### config.mk
export PLATFORM = sky130hd
export DESIGN_NAME = physics_stepper_flat
export DESIGN_NICKNAME = d
export VERILOG_FILES = /design/src/rtl/physics_stepper_if.sv /design/src/rtl/physics_stepper.sv /design/src/flat_wrapper.sv
export SDC_FILE = /design/constraint.sdc
export NUM_CORES = 1
export LEC_CHECK = 0
export CORE_MARGIN = 5
export CORE_UTILIZATION = 35
export CTS_BUF_LIST = sky130_fd_sc_hd__clkbuf_16
export DETAILED_ROUTE_END_ITERATION = 12
export PLACE_DENSITY = 0.67
export REMOVE_ABC_BUFFERS = 1
export SLEW_MARGIN = 20
export SYNTH_ARGS = -nofsm -noshare
export SYNTH_HDL_FRONTEND = slang
export SYNTH_SLANG_ARGS = --single-unit
### constraint.sdc
create_clock -name clk_in -period 3.4 [get_ports clk_in]
set_clock_uncertainty 0.1 [all_clocks]
set_input_delay 0.51 -clock clk_in [delete_from_list [all_inputs] [get_ports clk_in]]
set_output_delay 0.51 -clock clk_in [all_outputs]
set_load 0.03 [all_outputs]
### src/rtl/physics_stepper_if.sv
// Engine-side handshake between the physics stepper and the collision engine.
// The stepper presents operands plus a begin pulse; the engine answers with a result pulse.
interface physics_stepper_if #(
   parameter int POSITION_SIZE     = 8,
   parameter int VELOCITY_SIZE     = 8,
   parameter int ACCELERATION_SIZE = 8
);
   logic                                begin_out;
   logic signed [POSITION_SIZE-1:0]     pos_x_out;
   logic signed [POSITION_SIZE-1:0]     pos_y_out;
   logic signed [VELOCITY_SIZE-1:0]     vel_x_out;
   logic signed [VELOCITY_SIZE-1:0]     vel_y_out;
   logic signed [ACCELERATION_SIZE-1:0] acceleration_x_out;
   logic signed [ACCELERATION_SIZE-1:0] acceleration_y_out;
   logic                                result_in;
   logic signed [POSITION_SIZE-1:0]     new_pos_x_in;
   logic signed [POSITION_SIZE-1:0]     new_pos_y_in;
   logic signed [VELOCITY_SIZE-1:0]     new_vel_x_in;
   logic signed [VELOCITY_SIZE-1:0]     new_vel_y_in;

   modport master (
      output begin_out, pos_x_out, pos_y_out, vel_x_out, vel_y_out,
             acceleration_x_out, acceleration_y_out,
      input  result_in, new_pos_x_in, new_pos_y_in, new_vel_x_in, new_vel_y_in
   );

   modport slave (
      input  begin_out, pos_x_out, pos_y_out, vel_x_out, vel_y_out,
             acceleration_x_out, acceleration_y_out,
      output result_in, new_pos_x_in, new_pos_y_in, new_vel_x_in, new_vel_y_in
   );
endinterface

### src/rtl/physics_stepper.sv
// Frame-driven 2D physics stepper: hands pos/vel/accel to a collision engine,
// then commits the engine's position and the saturated accelerated velocity.
//
// state   | meaning
// --------+-----------------------------------------------------------
// S_IDLE  | holding state; accepts init loads and frame requests
// S_ISSUE | one cycle, begin_out high, operands frozen
// S_WAIT  | waiting for result_in, bounded by the timeout down-counter
module physics_stepper #(
   parameter int POSITION_SIZE     = 8,
   parameter int VELOCITY_SIZE     = 8,
   parameter int ACCELERATION_SIZE = 8,
   parameter int DT                = 1,
   parameter int TIMEOUT_CYCLES    = 255
) (
   input  logic                                clk_in,
   input  logic                                rst_in,
   input  logic                                frame_in,
   input  logic                                init_valid_in,
   input  logic signed [POSITION_SIZE-1:0]     init_pos_x_in,
   input  logic signed [POSITION_SIZE-1:0]     init_pos_y_in,
   input  logic signed [VELOCITY_SIZE-1:0]     init_vel_x_in,
   input  logic signed [VELOCITY_SIZE-1:0]     init_vel_y_in,
   input  logic signed [ACCELERATION_SIZE-1:0] acceleration_x_in,
   input  logic signed [ACCELERATION_SIZE-1:0] acceleration_y_in,
   physics_stepper_if.master                   eng,
   output logic                                busy_out,
   output logic                                step_done_out,
   output logic                                timeout_out,
   output logic                                overrun_out,
   output logic [15:0]                         step_count_out
);
   localparam int SUM_W = VELOCITY_SIZE + ACCELERATION_SIZE + 8;
   localparam int CNT_W = (TIMEOUT_CYCLES > 1) ? $clog2(TIMEOUT_CYCLES) : 1;
   localparam logic [CNT_W-1:0]        CNT_LOAD = CNT_W'(TIMEOUT_CYCLES - 1);
   localparam logic signed [SUM_W-1:0] DT_S     = SUM_W'(DT);
   localparam logic signed [SUM_W-1:0] VMAX     = SUM_W'((1 <<< (VELOCITY_SIZE - 1)) - 1);
   localparam logic signed [SUM_W-1:0] VMIN     = -VMAX - SUM_W'(1);

   typedef enum logic [1:0] {S_IDLE, S_ISSUE, S_WAIT} state_t;

   state_t                          r_state;
   state_t                          w_state_nxt;
   logic                            r_pending;
   logic                            w_pending_nxt;
   logic [CNT_W-1:0]                r_wait_cnt;
   logic signed [POSITION_SIZE-1:0] r_pos_x, r_pos_y;
   logic signed [VELOCITY_SIZE-1:0] r_vel_x, r_vel_y;
   logic signed [ACCELERATION_SIZE-1:0] r_acc_x, r_acc_y;
   logic [15:0]                     r_step_count;
   logic                            r_step_done, r_timeout, r_overrun;
   logic                            w_load_init, w_latch_acc, w_accept, w_timeout, w_overrun;

   function automatic logic signed [VELOCITY_SIZE-1:0] sat_vel(
      input logic signed [VELOCITY_SIZE-1:0]     nv,
      input logic signed [ACCELERATION_SIZE-1:0] acc
   );
      logic signed [SUM_W-1:0] s;
      s = $signed({{(SUM_W-VELOCITY_SIZE){nv[VELOCITY_SIZE-1]}}, nv})
        + $signed({{(SUM_W-ACCELERATION_SIZE){acc[ACCELERATION_SIZE-1]}}, acc}) * DT_S;
      if (s > VMAX)      sat_vel = VMAX[VELOCITY_SIZE-1:0];
      else if (s < VMIN) sat_vel = VMIN[VELOCITY_SIZE-1:0];
      else               sat_vel = s[VELOCITY_SIZE-1:0];
   endfunction

   always_comb begin
      w_state_nxt   = r_state;
      w_pending_nxt = r_pending;
      w_load_init   = 1'b0;
      w_latch_acc   = 1'b0;
      w_accept      = 1'b0;
      w_timeout     = 1'b0;
      w_overrun     = 1'b0;
      // A frame is remembered once; a second one while still remembered is dropped.
      if (frame_in) begin
         if (r_pending) w_overrun     = 1'b1;
         else           w_pending_nxt = 1'b1;
      end
      case (r_state)
         S_IDLE: begin
            if (init_valid_in) begin
               w_load_init = 1'b1;
            end else if (frame_in || r_pending) begin
               w_state_nxt   = S_ISSUE;
               w_latch_acc   = 1'b1;
               w_pending_nxt = 1'b0;
            end
         end
         S_ISSUE: w_state_nxt = S_WAIT;
         S_WAIT: begin
            if (eng.result_in) begin
               w_accept    = 1'b1;
               w_state_nxt = S_IDLE;
            end else if (r_wait_cnt == '0) begin
               w_timeout   = 1'b1;
               w_state_nxt = S_IDLE;
            end
         end
         default: w_state_nxt = S_IDLE;
      endcase
   end

   always_ff @(posedge clk_in) begin
      if (!rst_in) begin
         r_state      <= S_IDLE;
         r_pending    <= 1'b0;
         r_wait_cnt   <= '0;
         r_pos_x      <= '0;
         r_pos_y      <= '0;
         r_vel_x      <= '0;
         r_vel_y      <= '0;
         r_acc_x      <= '0;
         r_acc_y      <= '0;
         r_step_count <= '0;
         r_step_done  <= 1'b0;
         r_timeout    <= 1'b0;
         r_overrun    <= 1'b0;
      end else begin
         r_state     <= w_state_nxt;
         r_pending   <= w_pending_nxt;
         r_step_done <= w_accept;
         r_timeout   <= w_timeout;
         r_overrun   <= w_overrun;
         if (r_state == S_ISSUE)
            r_wait_cnt <= CNT_LOAD;
         else if (r_state == S_WAIT && r_wait_cnt != '0)
            r_wait_cnt <= r_wait_cnt - 1'b1;
         if (w_load_init) begin
            r_pos_x <= init_pos_x_in;
            r_pos_y <= init_pos_y_in;
            r_vel_x <= init_vel_x_in;
            r_vel_y <= init_vel_y_in;
         end
         if (w_latch_acc) begin
            r_acc_x <= acceleration_x_in;
            r_acc_y <= acceleration_y_in;
         end
         if (w_accept) begin
            r_pos_x      <= eng.new_pos_x_in;
            r_pos_y      <= eng.new_pos_y_in;
            r_vel_x      <= sat_vel(eng.new_vel_x_in, r_acc_x);
            r_vel_y      <= sat_vel(eng.new_vel_y_in, r_acc_y);
            r_step_count <= r_step_count + 16'd1;
         end
      end
   end

   assign eng.begin_out          = (r_state == S_ISSUE);
   assign eng.pos_x_out          = r_pos_x;
   assign eng.pos_y_out          = r_pos_y;
   assign eng.vel_x_out          = r_vel_x;
   assign eng.vel_y_out          = r_vel_y;
   assign eng.acceleration_x_out = r_acc_x;
   assign eng.acceleration_y_out = r_acc_y;
   assign busy_out               = (r_state != S_IDLE);
   assign step_done_out          = r_step_done;
   assign timeout_out            = r_timeout;
   assign overrun_out            = r_overrun;
   assign step_count_out         = r_step_count;
endmodule
### src/flat_wrapper.sv
// flat-port wrapper written by rule: the top's interface ports become plain ports
module physics_stepper_flat 
#(
   parameter int POSITION_SIZE     = 8,
   parameter int VELOCITY_SIZE     = 8,
   parameter int ACCELERATION_SIZE = 8,
   parameter int DT                = 1,
   parameter int TIMEOUT_CYCLES    = 255
)
  (clk_in, rst_in, frame_in, init_valid_in, init_pos_x_in, init_pos_y_in, init_vel_x_in, init_vel_y_in, acceleration_x_in, acceleration_y_in, busy_out, step_done_out, timeout_out, overrun_out, step_count_out, eng_begin_out, eng_pos_x_out, eng_pos_y_out, eng_vel_x_out, eng_vel_y_out, eng_acceleration_x_out, eng_acceleration_y_out, eng_result_in, eng_new_pos_x_in, eng_new_pos_y_in, eng_new_vel_x_in, eng_new_vel_y_in);
  physics_stepper_if #(.POSITION_SIZE(POSITION_SIZE), .VELOCITY_SIZE(VELOCITY_SIZE), .ACCELERATION_SIZE(ACCELERATION_SIZE)) eng_i ();
  input  logic clk_in;
  input  logic rst_in;
  input  logic frame_in;
  input  logic init_valid_in;
  input  logic signed [POSITION_SIZE-1:0] init_pos_x_in;
  input  logic signed [POSITION_SIZE-1:0] init_pos_y_in;
  input  logic signed [VELOCITY_SIZE-1:0] init_vel_x_in;
  input  logic signed [VELOCITY_SIZE-1:0] init_vel_y_in;
  input  logic signed [ACCELERATION_SIZE-1:0] acceleration_x_in;
  input  logic signed [ACCELERATION_SIZE-1:0] acceleration_y_in;
  output logic busy_out;
  output logic step_done_out;
  output logic timeout_out;
  output logic overrun_out;
  output logic [15:0] step_count_out;
  output wire logic [$bits(eng_i.begin_out)-1:0] eng_begin_out;
  output wire logic [$bits(eng_i.pos_x_out)-1:0] eng_pos_x_out;
  output wire logic [$bits(eng_i.pos_y_out)-1:0] eng_pos_y_out;
  output wire logic [$bits(eng_i.vel_x_out)-1:0] eng_vel_x_out;
  output wire logic [$bits(eng_i.vel_y_out)-1:0] eng_vel_y_out;
  output wire logic [$bits(eng_i.acceleration_x_out)-1:0] eng_acceleration_x_out;
  output wire logic [$bits(eng_i.acceleration_y_out)-1:0] eng_acceleration_y_out;
  input wire logic [$bits(eng_i.result_in)-1:0] eng_result_in;
  input wire logic [$bits(eng_i.new_pos_x_in)-1:0] eng_new_pos_x_in;
  input wire logic [$bits(eng_i.new_pos_y_in)-1:0] eng_new_pos_y_in;
  input wire logic [$bits(eng_i.new_vel_x_in)-1:0] eng_new_vel_x_in;
  input wire logic [$bits(eng_i.new_vel_y_in)-1:0] eng_new_vel_y_in;
  assign eng_begin_out = eng_i.begin_out;
  assign eng_pos_x_out = eng_i.pos_x_out;
  assign eng_pos_y_out = eng_i.pos_y_out;
  assign eng_vel_x_out = eng_i.vel_x_out;
  assign eng_vel_y_out = eng_i.vel_y_out;
  assign eng_acceleration_x_out = eng_i.acceleration_x_out;
  assign eng_acceleration_y_out = eng_i.acceleration_y_out;
  assign eng_i.result_in = eng_result_in;
  assign eng_i.new_pos_x_in = eng_new_pos_x_in;
  assign eng_i.new_pos_y_in = eng_new_pos_y_in;
  assign eng_i.new_vel_x_in = eng_new_vel_x_in;
  assign eng_i.new_vel_y_in = eng_new_vel_y_in;
  physics_stepper #(.POSITION_SIZE(POSITION_SIZE), .VELOCITY_SIZE(VELOCITY_SIZE), .ACCELERATION_SIZE(ACCELERATION_SIZE), .DT(DT), .TIMEOUT_CYCLES(TIMEOUT_CYCLES)) u_core (.clk_in(clk_in), .rst_in(rst_in), .frame_in(frame_in), .init_valid_in(init_valid_in), .init_pos_x_in(init_pos_x_in), .init_pos_y_in(init_pos_y_in), .init_vel_x_in(init_vel_x_in), .init_vel_y_in(init_vel_y_in), .acceleration_x_in(acceleration_x_in), .acceleration_y_in(acceleration_y_in), .eng(eng_i), .busy_out(busy_out), .step_done_out(step_done_out), .timeout_out(timeout_out), .overrun_out(overrun_out), .step_count_out(step_count_out));
endmodule
# Word-level counts from Yosys, hierarchy flattened
# Index checks and enable logic that the tools add are counted.
# classes
n_addsub,4
n_reduce_logical,12
eq_ne,5
order_cmp,4
mux,32
bitwise,2
# op_table
operator,n
$mux W8,14
$gt A24 B8 Y1 const B,2
$lt A24 B8 Y1 const B,2
$add A8 B8 Y9,2
$add A16 B1 Y16 const B,1
$mux W1,13
$logic_not A8 Y1,1
$mux W2,4
$reduce_bool A8 Y1,1
$sub A8 B1 Y8 const B,1
$pmux W2 S3,1
$reduce_bool A2 Y1,3
$ne A3 B2 Y1 const B,1
$reduce_and A3 Y1,1
$reduce_or A3 Y1,1
$eq A2 B1 Y1 const B,1
$eq A2 B2 Y1 const B,1
$logic_not A2 Y1,1
$ne A2 B1 Y1 const B,1
$ne A2 B2 Y1 const B,1
$not A1 Y1,2
$reduce_and A2 Y1,1
$reduce_or A2 Y1,1
$logic_and A1 B1 Y1,1
$logic_or A1 B1 Y1,1
# word_totals
out_inout_bits,69
wordCells,73
in_bits,85
regBits,78

# Depth between registers and ports, before layout
# Gate-level depths: netlist of the first run.
# depth
ltp_word,5
depth_mapped,8
mapped_depth_nobuf,8

# Worst setup path before layout of the first run
# Ideal clock, no wire load.
# synth_path
path_kind,input port to flip-flop
start,in eng_new_vel_y_in[0]
end,reg u_core.r_vel_y[2] (netlist: u_core.eng.vel_y_out[2])
slack_ns,0.895
t_arrival_ns,2.260
setup_time_ns,0.146
required_ns,3.154
path_stages,8
cell_sequence,ha_1 fa_1 a21oi_1 o21ai_0 a21oi_1 o2111ai_1 o311ai_0 a311oi_1
# synth_via
elab_chain_len,5
# synth_rtl
element,line_no,rtl
start: declaration,flat_wrapper.sv:38,input wire logic [$bits(eng_i.new_vel_y_in)-1:0] eng_new_vel_y_in;
$add A8 B8 Y9 *,physics_stepper.sv:60,"+ $signed({{(SUM_W-ACCELERATION_SIZE){acc[ACCELERATION_SIZE-1]}}, acc}) * DT_S;"
$lt A24 B8 Y1,physics_stepper.sv:62,else if (s < VMIN) sat_vel = VMIN[VELOCITY_SIZE-1:0];
$mux W8,physics_stepper.sv:62,
$mux W8 *,physics_stepper.sv:61,if (s > VMAX) sat_vel = VMAX[VELOCITY_SIZE-1:0];
$mux W8 *,physics_stepper.sv:138,if (w_accept) begin
end signal: assignment,physics_stepper.sv:132,r_vel_y <= init_vel_y_in;
end signal: assignment,physics_stepper.sv:142,"r_vel_y <= sat_vel(eng.new_vel_y_in, r_acc_y);"
end: declaration,physics_stepper.sv:48,"logic signed [VELOCITY_SIZE-1:0] r_vel_x, r_vel_y;"
# Mark *: on every way between the ends. The rest lies on a longest branch, timed or not.
# A chain may end at the register's enable or synchronous reset.

# Final worst setup path of the first run
# Same ends and word-level chain as after synthesis.

==> run metrics, run 1 <==
CTS tree done; first-pass GRT wire length 18400 µm; Critical Path RT 3490 ps; Post-synth top cells 87 x nand2_1, 78 x dfxtp_1, 54 x nor2_1; arrival time worst endpoint 3040 ps; GRT Residual Overflow 0; Post-Synthesis Mean Instance Area 8.15 µm²; largest net degree at the start of global routing 65; status finished clean; vias in the first global route 3966; final hold slack 364 ps; Final TNS setup 0 ps; Hold Startpoint u_core.eng.vel_y_out[7]; clk_lat worst skew 330 ps; post-synthesis cell count 484; via count 4023; GR Util All Layers 17.1%; post-synthesis mux area share 0.793%; pre-CTS setup slack 114 ps; main combinational cell family by area after synthesis simple AND/OR/NAND/NOR gates; Row Count 38; Pwr Density 416 nW/µm²; Max FO, Critical Path 3; FMAX 0.339 GHz; top post-synthesis cells by area dfxtp_1 40%, nand2_1 8.3%, ha_1 6.0%; Root Driver clkbuf_16; max-cap violations 0; Starting Density 36.1%; Synth Area in Simple Gates 24.4%; DIE HEIGHT 116 µm; WP buf/inv 1; total CTS buffers 9; Diodes inserted 0; dpl cells 761; CTS max path bufs 2; VDD IR max 0.000252 V; Worst path max stage delay 570 ps; Routed Antenna Nets 0; area leader, netlist dfxtp_1; Min-Delay Endpoint u_core.eng.vel_y_out[7]; Post-Route WL 11900 µm; RR Endpoint u_core.eng.vel_y_out[2]; max-slew violations 0; slew margin rel. 52.2%; drt pass-1 iters 4; RSZ-0062 raised after global routing false; Adder-Cell Fraction of Synth Area 7.05%; Yosys warning count 0; fin cells 777; Post-CTS Setup Repair Bufs 0; cts hold-fix bufs 0; port buffer count 153; Final Cycle Share 86.8%; Seq cells post-synth 78; Top Family by Delay on Critical Path compound AO/OA/AOI/OAI gates; DP HPWL 9050 µm; # DRC 0; CTS sink cnt 78; Synth top area share 39.6%; Final Instance Area 5880 µm²; hold-critical path depth 2; Final Total Pwr 2.44 mW; Yosys cell types 52; Async S/R FF share, synth 0%; fin util 53.7%; Critical Path End Type register; Netlist Area Pre-Place 3940 µm²; XOR/XNOR share of the synthesized area 5.55%; Area after DPL 5620 µm²; setup ws final 449 ps; # resized after CTS 0; CTS clk-pin slew, worst paths 60 ps; I/O pins 154; Seq/Total Area, Yosys 39.6%; Static Leakage 2.27 nW; final net count 738; post-route minimum period 2950 ps; endpoints failing setup 0; Worst Setup Path Type input port to register; Die ar. 13500 µm²; Hold WC Path Type register to register; cell chain of the critical path clkdlybuf4s50_1, ha_1, fa_1, a21oi_1, o21ai_0, a21oi_1, o2111ai_1, o311ai_0, a311oi_1; Crit path top cell by count a21oi_1; vias per cell 5.18; initial antenna violation count 0; width of the die 116 µm; top-count cell post-synth nand2_1; H-tree depth 3; FF-to-FF Start u_core.eng.acceleration_y_out[0]; final hold vios 0; Synth Flop Type dfxtp_1; Area Overhead vs Synth 49.1%; Post-synth EDFFs 0; placer congestion estimate 0.886; core area 10900 µm²; area fraction in compound gates after synthesis 19.5%; slew of the pin with the lowest slew margin 717 ps; share of cells above drive strength 1 5.18%; CP max stage cell o311ai_0; DR iter-0 viols 159; FF-to-FF path depth 8; R2R Setup Slk 690 ps; WL per Instance 15.3 µm; Startpoint Class input port
-- worst reg2reg max path: cells and delay by family (launching register included) --
| kind | cells | cell delay, ps |
|---|---|---|
| compound gates | 6 | 1490 |
| fa+ha+maj | 2 | 640 |
| flops | 1 | 340 |
-- how the worst max path moves through the flow --
| stage | depth (start not counted) | startpoint | slack [ps] | to |
|---|---|---|---|---|
| 2_1_floorplan | 6 | eng_result_in | 720 | u_core.eng.vel_x_out[7] |
| 6_report | 9 | eng_new_vel_y_in[0] | 450 | u_core.eng.vel_y_out[2] |
| 3_5_place_dp | 9 | eng_new_vel_y_in[0] | 110 | u_core.eng.vel_y_out[2] |
| 4_1_cts | 9 | eng_new_vel_y_in[0] | 470 | u_core.eng.vel_y_out[2] |
| 3_3_place_gp | 9 | eng_new_vel_y_in[0] | 280 | u_core.eng.vel_y_out[2] |
| 5_1_grt | 9 | eng_new_vel_y_in[0] | 190 | u_core.eng.vel_y_out[4] |
-- cells in the final DEF (no fill, tap or decap), types with 2 or more instances in the layout --
| cell type | synthesis | routed |
|---|---|---|
| clkbuf_16 | 0 | 9 |
| xor2_1 | 15 | 15 |
| o211ai_1 | 6 | 6 |
| and3_1 | 5 | 5 |
| clkinv_2 | 0 | 5 |
| a2bb2oi_1 | 2 | 2 |
| nand2b_1 | 7 | 7 |
| or3_1 | 11 | 11 |
| nor4_1 | 3 | 3 |
| nor3_1 | 11 | 11 |
| nand2_1 | 87 | 87 |
| o21a_1 | 2 | 2 |
| a221o_1 | 2 | 2 |
| fa_1 | 2 | 2 |
| or2_2 | 3 | 3 |
| clkdlybuf4s50_1 | 0 | 153 |
| nand3_1 | 13 | 13 |
| dfxtp_1 | 78 | 78 |
| o211a_1 | 2 | 2 |
| nor2b_1 | 3 | 3 |
| a21o_1 | 2 | 2 |
| a211oi_1 | 4 | 4 |
| o221ai_1 | 3 | 3 |
| ha_1 | 19 | 19 |
| a21oi_1 | 43 | 43 |
| a311oi_1 | 19 | 19 |
| o21ai_0 | 16 | 16 |
| a31oi_1 | 2 | 2 |
| nand4_1 | 7 | 7 |
| mux2i_1 | 2 | 2 |
| buf_4 | 0 | 7 |
| xnor2_1 | 10 | 10 |
| inv_1 | 9 | 9 |
| nor2_1 | 54 | 53 |
-- registers in the layout, indices dropped and copies added (netlist names), 8 cells and up --
register,flops
u_core.eng.pos_x_out,8
u_core.r_wait_cnt,8
u_core.step_count_out,16
u_core.eng.vel_y_out,8
u_core.eng.pos_y_out,8
u_core.eng.vel_x_out,8
u_core.eng.acceleration_y_out,8
u_core.eng.acceleration_x_out,8
-- power by group --
part | internal, mW | switching, mW | total (mW)
clock network | 0.482 | 0.366 | 0.848
logic | 0.277 | 0.309 | 0.586
registers | 0.972 | 0.0395 | 1.01
total | 1.73 | 0.714 | 2.44
-- area by class of cell --
class,instances,area (µm²)
clock buffer,9,225
clock inverter,7,32.5
fill,1065,5060
multi-input combinational,374,2260
timing repair buffer,160,1580
sequential,78,1560
tap,140,175
inverter,9,33.8
-- routing by layer --
layer / track usage (%) / wire length, µm / vias to the layer above
met5: 0 / 0 / -
met1: 19.4 / 5020 / 1869
met3: 4.40 / 916 / 13
met2: 31.0 / 5770 / 122
met4: 6.11 / 172 / 0
li1: - / - / 2019
-- cells by family after synthesis --
group                    count (synthesis)
XOR/XNOR                                25
flip-flops                              78
AO/OA/AOI/OAI                          113
AND/OR/NAND/NOR                        212
adder cells (fa/ha/maj)                 21
multiplexers                             3
buffers and inverters                   32
Note: power is estimated with default switching activity, not from simulation.
==> run 2: changes to the inputs <==
--- a/config.mk
+++ b/config.mk
@@ -5,6 +5,7 @@
 export SDC_FILE = /design/constraint.sdc
 export NUM_CORES = 1
 export LEC_CHECK = 0
+export CAP_MARGIN = 0
 export CORE_MARGIN = 5
 export CORE_UTILIZATION = 35
 export CTS_BUF_LIST = sky130_fd_sc_hd__clkbuf_16
==> constraint.sdc (replaced) <==
create_clock -name clk_in -period 3.4 [get_ports clk_in]
set_clock_uncertainty 0.1 [all_clocks]
set_input_delay 0.51 -clock clk_in [delete_from_list [all_inputs] [get_ports clk_in]]
set_output_delay 0.51 -clock clk_in [all_outputs]
set_load 0.005 [all_outputs]
==> results of run 2 <==
Same layout as run 1 (identical final DEF). Status: finished clean.
Main changes from that run: total power 2.44 mW -> 2.35 mW; worst IR drop on VDD 0.000252 V -> 0.000251 V
